**config.mk**
```make
export PLATFORM = sky130hd
export DESIGN_NAME = wb_regfile
export DESIGN_NICKNAME = d
export VERILOG_FILES = /design/src/rtl/wb_regfile.sv
export SDC_FILE = /design/constraint.sdc
export NUM_CORES = 2
export LEC_CHECK = 0
export CORE_ASPECT_RATIO = 1.75
export CORE_MARGIN = 2
export CORE_UTILIZATION = 33
export DETAILED_ROUTE_END_ITERATION = 16
export MAX_ROUTING_LAYER = met4
export PLACE_DENSITY = 0.51
export SETUP_SLACK_MARGIN = 0.02
export SLEW_MARGIN = 10
export SYNTH_ARGS = -nofsm -noshare
export SYNTH_HDL_FRONTEND = slang
export SYNTH_SLANG_ARGS = --single-unit
```
**constraint.sdc**
```tcl
create_clock -name clk -period 3.5 [get_ports clk]
set_input_delay 0.875 -clock clk [delete_from_list [all_inputs] [get_ports clk]]
set_output_delay 0.875 -clock clk [all_outputs]
set_load 0.05 [all_outputs]
```
**src/rtl/wb_regfile.sv**
```systemverilog
// Writeback-stage register bank: writeback select, two bypassed read ports,
// and a handshaked engine that streams every register out for debug.
module wb_regfile #(
   parameter int unsigned NB_DATA = 32,
   parameter int unsigned NB_ADDR = 5
) (
   input  logic               clk,
   input  logic               i_reset,
   input  logic               i_step,
   input  logic [NB_DATA-1:0] i_reg_read,
   input  logic [NB_DATA-1:0] i_ALUresult,
   input  logic [NB_ADDR-1:0] i_reg2write,
   input  logic               i_mem2reg,
   input  logic               i_regWrite,
   input  logic [NB_ADDR-1:0] i_rs_addr,
   input  logic [NB_ADDR-1:0] i_rt_addr,
   output logic [NB_DATA-1:0] o_rs_data,
   output logic [NB_DATA-1:0] o_rt_data,
   output logic [NB_DATA-1:0] o_wb_data,
   output logic [NB_ADDR-1:0] o_wb_reg,
   output logic               o_wb_en,
   input  logic               i_dump_start,
   input  logic               i_dump_ready,
   output logic               o_dump_valid,
   output logic [NB_ADDR-1:0] o_dump_idx,
   output logic [NB_DATA-1:0] o_dump_data,
   output logic               o_dump_busy,
   output logic               o_dump_done
);

   localparam int unsigned NREGS = 2**NB_ADDR;

   typedef enum logic [1:0] {
      IDLE,
      SEND,
      DONE
   } state_e;

   logic [NB_DATA-1:0] regs_q [NREGS];
   logic [NB_DATA-1:0] regs_d [NREGS];

   state_e             state_q, state_d;
   logic [NB_ADDR-1:0] idx_q, idx_d;
   logic [NB_DATA-1:0] data_q, data_d;
   logic [NB_ADDR-1:0] next_idx;

   // Register 0 is hardwired zero; a write to the register being read is
   // forwarded in the same cycle it commits.
   function automatic logic [NB_DATA-1:0] bypass_read(
      input logic [NB_ADDR-1:0] addr,
      input logic [NB_DATA-1:0] stored,
      input logic               wb_en,
      input logic [NB_ADDR-1:0] wb_reg,
      input logic [NB_DATA-1:0] wb_data
   );
      if (addr == '0)
         return '0;
      else if (wb_en && (addr == wb_reg))
         return wb_data;
      else
         return stored;
   endfunction

   assign o_wb_data = i_mem2reg ? i_reg_read : i_ALUresult;
   assign o_wb_reg  = i_reg2write;
   assign o_wb_en   = i_regWrite & ~i_step & (i_reg2write != '0);

   assign o_rs_data = bypass_read(i_rs_addr, regs_q[i_rs_addr], o_wb_en, i_reg2write, o_wb_data);
   assign o_rt_data = bypass_read(i_rt_addr, regs_q[i_rt_addr], o_wb_en, i_reg2write, o_wb_data);

   always_comb begin
      regs_d = regs_q;
      if (o_wb_en)
         regs_d[i_reg2write] = o_wb_data;
      regs_d[0] = '0;
   end

   always_ff @(posedge clk or negedge i_reset) begin
      if (!i_reset) begin
         for (int unsigned i = 0; i < NREGS; i++)
            regs_q[i] <= '0;
      end else begin
         regs_q <= regs_d;
      end
   end

   assign next_idx = idx_q + 1'b1;

   always_comb begin
      state_d = state_q;
      idx_d   = idx_q;
      data_d  = data_q;
      unique case (state_q)
         IDLE: begin
            if (i_dump_start) begin
               state_d = SEND;
               idx_d   = '0;
               data_d  = bypass_read('0, regs_q[0], o_wb_en, i_reg2write, o_wb_data);
            end
         end
         SEND: begin
            if (i_dump_ready) begin
               if (idx_q == '1) begin
                  state_d = DONE;
               end else begin
                  idx_d  = next_idx;
                  data_d = bypass_read(next_idx, regs_q[next_idx], o_wb_en, i_reg2write, o_wb_data);
               end
            end
         end
         DONE: begin
            state_d = IDLE;
         end
         default: begin
            state_d = IDLE;
         end
      endcase
   end

   always_ff @(posedge clk or negedge i_reset) begin
      if (!i_reset) begin
         state_q <= IDLE;
         idx_q   <= '0;
         data_q  <= '0;
      end else begin
         state_q <= state_d;
         idx_q   <= idx_d;
         data_q  <= data_d;
      end
   end

   assign o_dump_valid = (state_q == SEND);
   assign o_dump_busy  = (state_q != IDLE);
   assign o_dump_done  = (state_q == DONE);
   assign o_dump_idx   = idx_q;
   assign o_dump_data  = data_q;

endmodule

```
==> results.md <==
- Wire per inst: 33.12 um
- Gr usage total: 30.70%
- Share of cells above drive strength 1: 36.52%
- Setup tns final: -29.29 ns
- Reg power frac: between 30% and 40%
- Final setup fails: 64
- Rows: 210
- Clock sinks: 1031
- Vias in the first global route: around 54000
- Nets: 6195
- Final Util: 43.87%
- Largest net degree at the start of global routing: 117
- Layout Area Growth over Synthesis: 32.45%
- Power per cell area: 612.0 nW/um^2
- Worst setup margin: -0.6641 ns
- Worst Max-Slew Pin Slew: 1.058 ns
- Switch share: between 30% and 40%
- Hold_ws: 0.08311 ns
- Setup Crit Path Kind: in2out
- Clock power share: 24.7%
- Max Slew Vio Count: 0
- Starting DRT DRC Count: just under 6000
- Die Y: 576.5 um
- Clk_lat worst skew: 0.77 ns
- Netlist cell types: between 50 and 60
- RSZ-0062 raised after global routing: true
- Run status: finished with violations
- Initial core utilization: about a third
- Crit Path Max Fanout: 8
- Die ar.: roughly 190000 um^2
- Non-filler cells, final: 8630
- Die width: 331.1 um
- Total gr overflow: 0
- Post-placement cell count: 8235
- DRC Markers: 0
- Worst setup path startpoint: i_rs_addr[0]
- Drt pass-1 iters: 6
- # H-tree levels: 3
- Hold crit path type: in2async
- Mapped Avg Cell Area: 11.05 um^2
- Synth Warn #: 0
- I/O Buffers: 227
- Design Area, Final: 81850 um^2
- Failing checks: negative setup slack
- LEAKAGE: 33.35 nW
- Hold Fails Final Rpt: 0
- IO Pins: 228
- Post-DRT Antenna Nets: 0
- Startpoint types: input port
- Ys flop type: dfrtp_1
- Int Pwr: approximately 31 mW
- TritonCTS clock tree: done
- Vias: 53531
- R2R Path Start: o_dump_idx[0]
- Worst Path Arrival: 3.29 ns
- Placer Congestion: 0.9001
- Slew headroom: 29.49%
- Mapped Cells: 5592
- Peak VDD IR: 0.0004183 V
- Yosys reg bits: 1031
- Commonest non-fill, non-tap cells in the layout: 1030 x dfrtp_1, 705 x mux4_2, 669 x nor2_1, 646 x a21oi_1, 548 x nand2_1
- Via/cell ratio: 6.203
- Number of CTS-inserted buffers: 105
- Global-route wire length before repair: 405.2 mm
- Clk_skew: slightly below 0.04 ns
- Comb power frac: 42.1%
- Worst setup EP type: primary output
- DP HPWL: 180.7 mm
- Root Buffer: clkbuf_16
- CTS Buffer Depth: 3
- Reg clk slew, reported paths: 0.06 ns
- Sequential share of the synthesized area: 41.75%
- Ys async rst share: 100.0%
- Post-synth net total: 5681
- Reg-to-reg slack, setup: 0.28 ns
- Final Critical Period: approximately 4.2 ns
- Core box area: 186600 um^2
- Final Cycle Share: 119.0%
- Max-Cap Viols: 0
- Post-synth EDFFs: 0
- Maximum clock frequency: 0.2401 GHz
- Commonest non-fill, non-tap cell in the layout: dfrtp_1
- Syn Std Cell Area: 61800 um^2
- Detailed Route WL: 285.8 mm
- Sw Pwr: 19.09 mW
- Worst path required time: approximately 2.6 ns
- Initial antenna violation count: 7
- Placed inst area: 72930 um^2
per-stage QoR:
step,total power [mW],worst slack [ns]
CTS,49.88,-0.5950
global route,51.93,-0.6802
finish,50.09,-0.6641
global placement,36.34,-0.9589
detailed placement,36.67,-0.9692
floorplan,28.84,-0.007225
sequential cells by signal (all words and copies together) (netlist names):
signal and count:
state_q 2, regs_q 992, o_dump_idx 5, o_dump_data 32
layout make-up:
class	count	area, um^2
Antenna cell	4	10.01
Clock buffer	153	3062
Clock inverter	36	580.6
Fill cell	17378	104700
Inverter	38	145.1
Multi-Input combinational cell	3900	36490
Sequential cell	1031	25800
Tap cell	2438	3050
Timing Repair Buffer	1030	12700
layer usage:
metal | share of wire (%) | GRT usage (%) | wire length (um) | vias up
met5 | 0 | - | 0 | -
met4 | 7.5 | 20.04 | 21410 | 0
met3 | 8.1 | 5.038 | 23210 | 807
li1 | - | - | - | 21917
met2 | 49 | 48.61 | 138900 | 3068
met1 | 36 | 36.05 | 102300 | 27739
kinds of logic (layout without fill, tap and decap cells):
group | count (synthesis) | in the layout | share of synthesized area [%]
simple gates | 1371 | 1371 | 8.850
buf+inv | 661 | 1257 | 4.797
other cells | 0 | 4 | 0
mux | 932 | 932 | 29.50
fa+ha+maj | 3 | 3 | 0.06075
xor+xnor | 19 | 19 | 0.3462
flops | 1031 | 1031 | 41.75
compound gates | 1575 | 1575 | 14.70
final timing paths:
kind                            depth (start not counted)               to
worst min register to register                          1  o_dump_data[29]
max in group asynchronous                               3      regs_q[772]
min in group clk                                        1  o_dump_data[29]
worst min-delay path                                    1       regs_q[18]
worst max register to register                          7  o_dump_data[24]
worst max-delay path                                   13     o_rs_data[5]
cells in the mapped netlist (2+ instances only):
cell type	n	area (um^2)
a2111oi_0	32	280.3
a211oi_1	96	720.7
a21oi_1	705	3528
a221o_1	31	310.3
a221oi_1	61	534.3
a22o_1	34	297.8
a22oi_1	61	457.9
a31o_2	2	17.52
a31oi_1	32	200.2
and2_1	4	25.02
and3_1	4	25.02
buf_1	23	86.33
buf_2	125	625.6
buf_4	41	307.8
buf_6	23	259.0
clkbuf_1	411	1543
dfrtp_1	1031	25800
ha_1	3	37.54
inv_1	38	142.6
mux2_2	64	720.7
mux2i_1	163	1632
mux4_2	705	15880
nand2_1	561	2106
nand2b_1	7	43.79
nand3_1	6	30.03
nand3b_1	4	30.03
nand4_1	2	12.51
nor2_1	692	2597
nor2b_1	72	450.4
nor3_1	2	10.01
nor3b_1	5	37.54
nor4_1	2	12.51
nor4_2	2	25.02
o211ai_1	32	240.2
o21ai_0	436	2182
o21ai_1	45	225.2
o221ai_1	2	17.52
or2_2	2	12.51
xnor2_1	10	87.58
xor2_1	5	43.79
repair_timing:
item	in CTS	in global routing
hold buffers	0	0
gates resized for setup	470	186
buffers inserted	162	64
cloned	24	6
pin swaps	117	111
setup endpoints to repair	64	64
critical path: stages:
cell and delay (ns):
buf_16 0.13, buf_12 0.14, buf_16 0.14, buf_12 0.14, or4_4 0.43, nor2_4 0.13, nor3_4 0.06, buf_6 0.13
buf_16 0.17, buf_6 0.15, a22oi_2 0.46, o21ai_4 0.12, buf_6 0.18
power by group through the flow:
stage          sequential (mW)  clock, mW  combinational, mW
3_3_place_gp              16.6          0               19.8
3_5_place_dp              16.7          0               19.9
5_1_grt                   16.9       12.9               22.1
2_1_floorplan             16.3          0               12.5
4_1_cts                   16.5       12.5               20.8
6_report                  16.7       12.4               21.1
Note: power is estimated with default switching activity, not from simulation.
